==> config.mk <==
export PLATFORM = sky130hd
export DESIGN_NAME = mem_store_buffer
export DESIGN_NICKNAME = d
export VERILOG_FILES = /design/src/rtl/mem_store_buffer.sv
export SDC_FILE = /design/constraint.sdc
export NUM_CORES = 1
export LEC_CHECK = 0
export BUFFER_PORTS_ARGS = -buffer_cell sky130_fd_sc_hd__buf_2
export CELL_PAD_IN_SITES_DETAIL_PLACEMENT = 1
export CELL_PAD_IN_SITES_GLOBAL_PLACEMENT = 1
export CORE_AREA = 2 2 170 172
export CTS_BUF_LIST = sky130_fd_sc_hd__clkbuf_8
export DETAILED_ROUTE_END_ITERATION = 8
export DIE_AREA = 0 0 172 174
export PLACE_DENSITY = 0.85
export SLEW_MARGIN = 5
export SYNTH_ARGS = -nofsm -noshare
export SYNTH_HDL_FRONTEND = slang
export SYNTH_SLANG_ARGS = --single-unit
==> constraint.sdc <==
create_clock -name clk -period 8.1 [get_ports clk]
set_input_delay 1.62 -clock clk [delete_from_list [all_inputs] [get_ports clk]]
set_output_delay 1.62 -clock clk [all_outputs]
set_load 0.01 [all_outputs]
==> src/rtl/mem_store_buffer.sv <==
`default_nettype none
// ============================================================================
// Module      : mem_store_buffer
// Description : Posted-write store buffer between the MEM stage and the data
//               memory port. A store retires from the pipeline in one cycle
//               and is written to memory in the background. A load that hits
//               a buffered word is forwarded from the buffer. A load that
//               misses goes to memory.
// Revision    : 1.0 - initial release
// ----------------------------------------------------------------------------
// Parameters
//   DEPTH   store entries (power of 2, >= 2)
//   ADDR_W  byte address width; word compare uses [ADDR_W-1:2]
//   DATA_W  store/load data width
// Ports
//   clk           in   rising-edge clock
//   reset         in   asynchronous, active-low; clears all state
//   MemWrite      in   MEM-stage store request
//   MemRead       in   MEM-stage load request (exclusive with MemWrite)
//   address       in   MEM-stage byte address
//   writeData     in   store data
//   readData      out  load result to MEM/WB
//   holdMEM       out  pipeline stall request
//   memWriteEn    out  memory write request
//   memReadEn     out  memory read request
//   memAddress    out  memory address
//   memWriteData  out  memory write data
//   memReadData   in   memory read data, valid in the memAck cycle
//   memAck        in   one-cycle completion pulse for the current request
//   bufCount      out  occupied entries
//   bufEmpty      out  bufCount == 0
// ============================================================================
module mem_store_buffer #(
  parameter int DEPTH  = 4,
  parameter int ADDR_W = 32,
  parameter int DATA_W = 32
) (
  input  logic                     clk,
  input  logic                     reset,
  input  logic                     MemWrite,
  input  logic                     MemRead,
  input  logic [ADDR_W-1:0]        address,
  input  logic [DATA_W-1:0]        writeData,
  output logic [DATA_W-1:0]        readData,
  output logic                     holdMEM,
  output logic                     memWriteEn,
  output logic                     memReadEn,
  output logic [ADDR_W-1:0]        memAddress,
  output logic [DATA_W-1:0]        memWriteData,
  input  logic [DATA_W-1:0]        memReadData,
  input  logic                     memAck,
  output logic [$clog2(DEPTH):0]   bufCount,
  output logic                     bufEmpty
);

  localparam int PTR_W = $clog2(DEPTH);
  localparam int CNT_W = PTR_W + 1;
  localparam logic [CNT_W-1:0] FULL_COUNT = CNT_W'(DEPTH);

  typedef enum logic [1:0] {
    IDLE  = 2'd0,
    DRAIN = 2'd1,
    LOAD  = 2'd2
  } state_t;

  state_t             state;
  state_t             state_next;
  logic [PTR_W-1:0]   head;
  logic [PTR_W-1:0]   tail;
  logic [CNT_W-1:0]   count;

  logic [ADDR_W-1:0]  addr_mem [DEPTH];
  logic [DATA_W-1:0]  data_mem [DEPTH];

  // Per-slot age (distance from head) and word-address match.
  logic [PTR_W-1:0]   slot_off   [DEPTH];
  logic [DEPTH-1:0]   slot_match;

  logic               hit;
  logic [DATA_W-1:0]  hit_data;
  logic [PTR_W-1:0]   best_off;

  logic               pop;
  logic               load_ack;
  logic               load_miss;
  logic               full_stall;
  logic               load_wait;
  logic               enqueue;

  // --------------------------------------------------------------------------
  // Forwarding compare
  // --------------------------------------------------------------------------
  generate
    for (genvar s = 0; s < DEPTH; s++) begin : g_slot
      assign slot_off[s]   = PTR_W'(s) - head;
      assign slot_match[s] = ({1'b0, slot_off[s]} < count) &&
                             (addr_mem[s][ADDR_W-1:2] == address[ADDR_W-1:2]);
    end
  endgenerate

  // The youngest matching entry is the one farthest from head. It holds the
  // most recent value for that word.
  always_comb begin
    hit      = 1'b0;
    hit_data = '0;
    best_off = '0;
    for (int s = 0; s < DEPTH; s++) begin
      if (slot_match[s] && (!hit || (slot_off[s] > best_off))) begin
        hit      = 1'b1;
        best_off = slot_off[s];
        hit_data = data_mem[s];
      end
    end
  end

  // --------------------------------------------------------------------------
  // Stall / enqueue control
  // --------------------------------------------------------------------------
  assign pop       = (state == DRAIN) && memAck;
  assign load_ack  = (state == LOAD) && memAck;
  assign load_miss = MemRead && !hit;

  // A full buffer still takes a store when the head drains on the same edge.
  assign full_stall = MemWrite && (count == FULL_COUNT) && !pop;
  assign load_wait  = load_miss && !load_ack;
  assign holdMEM    = full_stall || load_wait;
  assign enqueue    = MemWrite && !holdMEM;

  assign bufCount = count;
  assign bufEmpty = (count == '0);

  always_comb begin
    if (MemRead && hit) begin
      readData = hit_data;
    end else if (load_ack) begin
      readData = memReadData;
    end else begin
      readData = '0;
    end
  end

  // --------------------------------------------------------------------------
  // Entry storage (data only, no reset needed)
  // --------------------------------------------------------------------------
  always_ff @(posedge clk) begin
    if (enqueue) begin
      addr_mem[tail] <= address;
      data_mem[tail] <= writeData;
    end
  end

  // --------------------------------------------------------------------------
  // Pointers, occupancy and state register
  // --------------------------------------------------------------------------
  always_ff @(posedge clk or negedge reset) begin
    if (!reset) begin
      state <= IDLE;
      head  <= '0;
      tail  <= '0;
      count <= '0;
    end else begin
      state <= state_next;
      if (enqueue) begin
        tail <= tail + PTR_W'(1);
      end
      if (pop) begin
        head <= head + PTR_W'(1);
      end
      case ({enqueue, pop})
        2'b10:   count <= count + CNT_W'(1);
        2'b01:   count <= count - CNT_W'(1);
        default: count <= count;
      endcase
    end
  end

  // --------------------------------------------------------------------------
  // Memory-port FSM: one outstanding request, never aborted.
  // --------------------------------------------------------------------------
  always_comb begin
    state_next   = state;
    memWriteEn   = 1'b0;
    memReadEn    = 1'b0;
    memAddress   = '0;
    memWriteData = '0;
    case (state)
      IDLE: begin
        // A waiting load takes priority over background draining.
        if (load_miss) begin
          state_next = LOAD;
        end else if (count != '0) begin
          state_next = DRAIN;
        end
      end
      DRAIN: begin
        memWriteEn   = 1'b1;
        memAddress   = addr_mem[head];
        memWriteData = data_mem[head];
        if (memAck) begin
          state_next = IDLE;
        end
      end
      LOAD: begin
        // A load miss may bypass older stores: any same-word store would
        // have hit in the buffer instead.
        memReadEn  = 1'b1;
        memAddress = address;
        if (memAck) begin
          state_next = IDLE;
        end
      end
      default: begin
        state_next = IDLE;
      end
    endcase
  end

endmodule
`default_nettype wire

=== Word-level counts from Yosys, hierarchy flattened ===
Memory sizes are Yosys's and may differ from the RTL's.
Index checks and enable logic that the tools add are counted.

* Add/sub/neg operators: 8
* Order comparisons: 7
* Equal/unequal tests: 11
* Muxes and demuxes: 24
* Reduce and logical (&&, ||, !) cells: 32

{| class="wikitable"
|+ Operators with widths
! cell !! number
|-
| two-way mux 32 bit || 7
|-
| equality test 30 bit || 4
|-
| one-hot mux 32 bit (2 select lines) || 1
|-
| logical AND 1 bit || 15
|-
| < comparator 2 x 3 -> 1 bit || 4
|-
| two-way mux 2 bit || 6
|-
| two-way mux 1 bit || 8
|-
| logical NOT 1 bit || 7
|-
| greater-than comparator 2 bit || 3
|-
| one-hot mux 3 bit (2 select lines) || 1
|-
| adder 2 x 1 -> 2 bit, second input constant || 2
|-
| equality test 2 x 1 -> 1 bit, second input constant || 2
|-
| equality test 2 bit, second input constant || 2
|-
| logical OR 1 bit || 4
|-
| one-hot mux 2 bit (2 select lines) || 1
|-
| subtractor 1 x 2 -> 2 bit, first input constant || 2
|-
| subtractor 2 bit, first input constant || 2
|-
| adder 3 x 1 -> 3 bit, second input constant || 1
|-
| equality test 3 bit, second input constant || 1
|-
| logical NOT 3 bit || 1
|-
| != test 3 bit, second input constant || 1
|-
| nonzero test 3 bit || 1
|-
| subtractor 3 x 1 -> 3 bit, second input constant || 1
|-
| logical NOT 2 bit || 1
|-
| 4 further kinds || 4
|}

* Register bits: 9
* Bits in writable memories: 256
* Input bits: 101
* Memories: 2

{| class="wikitable"
|+ Memory list
! memory !! depth !! bits a word !! read ports !! clocked after Yosys merged registers in !! wr ports !! RTL line !! text
|-
| addr_mem || 4 || 32 || 5 || 0 || 1 || 72 || <nowiki>logic [ADDR_W-1:0] addr_mem [DEPTH];</nowiki>
|-
| data_mem || 4 || 32 || 5 || 0 || 1 || 73 || <nowiki>logic [DATA_W-1:0] data_mem [DEPTH];</nowiki>
|}

=== Logic depth before layout (Yosys ltp) ===
* Word-level depth: 24
* Mapped depth: 29

=== Worst setup path before layout ===
Ideal clock, no wire load.

* Kind: input port to output port
* Start point: input address[22]
* End point: output readData[13]
* Data arrival time: 6.102 ns
* Required time: 6.480 ns
* Path slack: 0.378 ns
* Stages on the path: 23
* Buffers on the path: 5
* Cell sequence: buf_6 > xor2_1 > a2111o_1 > a2111o_1 > a21oi_2 > buf_2 > nor3_1 > a21oi_1 > ha_1 > a21oi_1 > a21oi_1 > a21o_1 > and2_4 > buf_6 > buf_6 > mux2_2 > ha_1 > nor2b_1 > o21ai_0 > o221ai_1 > clkbuf_1 > a211oi_1 > a221o_1

* Longest elaborated chain between the ends: 17
* Elaborated cells on any way between the ends: 33
* Classes of those cells: order compare: 3; eq/ne: 4; mux: 12; reduce/logical: 14

{| class="wikitable"
|+ RTL lines
! item !! RTL line !! text
|-
| start: declaration || 42 || <nowiki>input logic [ADDR_W-1:0] address,</nowiki>
|-
| equality test 30 bit || 97 || <nowiki>(addr_mem[s][ADDR_W-1:2] == address[ADDR_W-1:2]);</nowiki>
|-
| logical AND 1 bit || 96 || <nowiki>assign slot_match[s] = ({1'b0, slot_off[s]} < count) &&</nowiki>
|-
| two-way mux 2 bit / two-way mux 1 bit (equally long branches) || 108 || <nowiki>if (slot_match[s] && (!hit || (slot_off[s] > best_off))) begin</nowiki>
|-
| greater-than comparator 2 bit / logical NOT 1 bit (equally long branches) || 108 ||
|-
| logical OR 1 bit || 108 ||
|-
| logical AND 1 bit || 108 ||
|-
| two-way mux 2 bit / two-way mux 1 bit (equally long branches) || 108 ||
|-
| greater-than comparator 2 bit / logical NOT 1 bit (equally long branches) || 108 ||
|-
| logical OR 1 bit || 108 ||
|-
| logical AND 1 bit || 108 ||
|-
| two-way mux 2 bit / two-way mux 1 bit (equally long branches) || 108 ||
|-
| greater-than comparator 2 bit / logical NOT 1 bit (equally long branches) || 108 ||
|-
| logical OR 1 bit || 108 ||
|-
| logical AND 1 bit || 108 ||
|-
| two-way mux 1 bit || 108 ||
|-
| logical AND 1 bit || 133 || <nowiki>if (MemRead && hit) begin</nowiki>
|-
| two-way mux 32 bit (*) || 133 ||
|-
| end: declaration || 44 || <nowiki>output logic [DATA_W-1:0] readData,</nowiki>
|}

Every way passes the cells marked *; elsewhere a longest branch is shown, timed or not.

=== Worst setup path after layout ===
* Start point: input address[31]
* End point: output readData[21]

Same word-level chain as after synthesis.

==> results.json <==
{
  "clock-sinks": 265,
  "crit_path_top_delay_cell": "and4bb_2",
  "postSynthAreaPerCell_sq_um": 14.47,
  "setup_viol": 0,
  "holdBufCountCts": 0,
  "die_y_um": 174,
  "ir_drop_mv": 0.1642,
  "drv_slew": 0,
  "routedWlPerCell_um": 26.34,
  "rows": 62,
  "cap_viol_max_count": 0,
  "worstRegToRegCells": 9,
  "status": "completed",
  "path_delay_family": "simple AND/OR/NAND/NOR gates",
  "num_vias": 9448,
  "fin_util": 0.5587,
  "ys_warn_count": 0,
  "synth.largest_area_cell": "edfxtp_1",
  "synthCells": 935,
  "p_leak_nw": 5.744,
  "initial_core_util": 0.4791,
  "fin_nets": 1246,
  "start_kind": "primary input",
  "grt.overflow.total": 0,
  "fin_crit_ns": 7.950,
  "num-fill-cells": 2882,
  "final_area_sq_um": 15780,
  "path_buf_inv": 5,
  "cp_slowest_stage_delay_ns": 0.38,
  "crit_type": "primary input to output port",
  "synth_edf_count": 256,
  "dieArea_sq_um": 29930,
  "synth.top_cells.by_count": "edfxtp_1, xor2_1, mux4_2",
  "grt_pass1_vias": 9900,
  "relSlewSlack": 0.2136,
  "hpwl_um": 26100,
  "hold_viol_final": 0,
  "place_congestion": 0.8392,
  "core-area_sq_um": 28240,
  "drt_wl_total_um": 40670,
  "grt_max_degree": 67,
  "worst_slew_pin_slew_ns": 1.175,
  "clk_pin_slew_ns": 0.06,
  "worstSkewPairLatency_ns": 0.55,
  "via_per_inst": 6.119,
  "crit_arrival_ns": 6.33,
  "crit_path_max_fanout": 14,
  "die_w_um": 172,
  "synth.area.top_cells": "edfxtp_1, mux4_2, xor2_1",
  "hold_ws_ns": 0.5406,
  "layout-drive-gt1-share": 0.3140,
  "grtUsageTotal": 0.2718,
  "cp-end-kind": "output port",
  "critPathRequiredTime_ns": 6.48,
  "post-synth-top-count-cell": "edfxtp_1",
  "first_iter_violations": 1061,
  "syn_nets": 1054,
  "ios": 204,
  "ys_seq_elements": 265,
  "area_growth_pct": 16.62,
  "min_delay_path_depth": 1,
  "dr.pass1.iters": 9,
  "clock.fmax_mhz": 125.8,
  "finalCritPeriodShare": 0.9815,
  "crit_top_cell": "a21oi_1",
  "crit_chain": "buf_2 > xor2_1 > nor4_1 > buf_4 > nand4_1 > and4bb_2 > a21oi_2 > nor3_1 > a21oi_1 > ha_1 > a21oi_1 > a21oi_1 > a21o_1 > and2_4 > mux2_2 > ha_1 > nor2b_1 > o21ai_1 > o21a_1 > nor3_4 > buf_12 > buf_4 > a221o_1 > buf_2",
  "cts_buffers": 43,
  "skew_ns": 0.01759,
  "ys_seq_area_frac": 0.5849,
  "syn_area_sq_um": 13530,
  "ant_nets": 0,
  "drcViolationCount": 0,
  "place.port_buffers": 203,
  "netlist.area_leader.share": 0.5683,
  "cts-root-buf": "clkbuf_8",
  "cts_buffer_depth": 3,
  "antenna_found_initial": 5,
  "place_area_sq_um": 14960,
  "grt_pass1_wl_um": 60820,
  "async_reset_ff_frac": 0.03396,
  "hp-class": "flip-flop to flip-flop",
  "synth_cell_types": 45,
  "crit_cells": 24,
  "cts_tree": "yes",
  "power_density_nw_per_um2": 285.9,
  "cts.htree.levels": 2,
  "ys.flop_type": "edfxtp_1"
}
==> path summary, 6_finish.rpt <==
kind / startpoint / to / slack (ns)
worst min-delay path: tail[0] / tail[0] / 0.54
worst min register to register: tail[0] / tail[0] / 0.54
worst max register to register: head[0] / addr_mem[0][29] / 3.10
max in group asynchronous: reset / head[0] / 6.95
min in group asynchronous: reset / head[1] / 0.93
worst max-delay path: address[31] / readData[21] / 0.15
==> timing repair <==
action	4_1_cts	5_1_grt
pin swaps	0	3
endpoints found under the setup margin	7	19
resized for setup	1	3
setup buffers	0	3
==> cell usage in the layout, fill, tap and decap left out, types with 32 or more instances in the layout <==
cell	instances
xor2_1	72
a222oi_1	32
mux4_2	64
inv_1	70
xnor2_1	52
clkbuf_8	44
and2_1	32
a22oi_1	33
buf_2	203
edfxtp_1	256
nor2b_1	35
==> sequential cells by signal, indices dropped and copies added (netlist names) <==
register / flops
addr_mem: 128
state: 2
bufCount: 3
data_mem: 128
head: 2
tail: 2
==> kinds of logic after synthesis <==
family | Yosys count | share of synthesized area
and+or+nand+nor | 175 | 0.07334
xor gates and xnor gates | 124 | 0.08028
muxes | 67 | 0.1090
AOI/OAI and AO/OA | 148 | 0.09231
buffers and inverters | 138 | 0.04301
DFF | 265 | 0.5849
adders and majority gates | 18 | 0.01720
==> area by class of cell <==
class / instances / area [sq um] / share of cell area
antenna: 4 / 10.01 / 0.0006345
clock buffer: 44 / 605.6 / 0.03839
clock inverter: 30 / 143.9 / 0.009120
inverter: 52 / 195.2 / 0.01237
multi-input combinational: 532 / 5120 / 0.3245
sequential: 265 / 7918 / 0.5019
tap: 384 / 480.5 / 0.03045
timing repair buffer: 233 / 1304 / 0.08264
==> report_power, final <==
part / switching, mW / internal, mW
combinational: 0.939 / 0.708
sequential: 0.104 / 1.71
clock: 0.521 / 0.532
==> per-stage QoR <==
step | setup WS (ns) | power (mW) | setup TNS [ns] | std cells
3_5_place_dp | -0.02821 | 3.486 | -0.03820 | 1463
5_1_grt | -0.08369 | 4.721 | -0.7502 | 1542
2_1_floorplan | 0.3784 | 2.887 | 0 | 935
4_1_cts | 0.1275 | 4.539 | 0 | 1537
3_3_place_gp | 0.2799 | 3.422 | 0 | 1463
6_report | 0.1497 | 4.511 | 0 | 1544
==> worst register-to-register path, cell delays in order (launching register included) <==
cell and delay, ns:
dfrtp_4 0.49, ha_1 0.38, ha_1 0.21, a211o_1 0.30
a2111oi_0 0.59, nand2_1 0.19, o2111ai_1 0.63, o211ai_1 0.61
nor2_4 0.93, buf_4 0.36
==> per-layer routing <==
metal | GRT usage | share of wire | vias up
met5 | 0 | 0.00032 | -
met4 | 0.09839 | 0.030 | 2
li1 | - | - | 4030
met2 | 0.4449 | 0.49 | 501
met1 | 0.3686 | 0.40 | 4827
met3 | 0.04281 | 0.074 | 88
No activity file was read; power rests on OpenSTA's default activity.
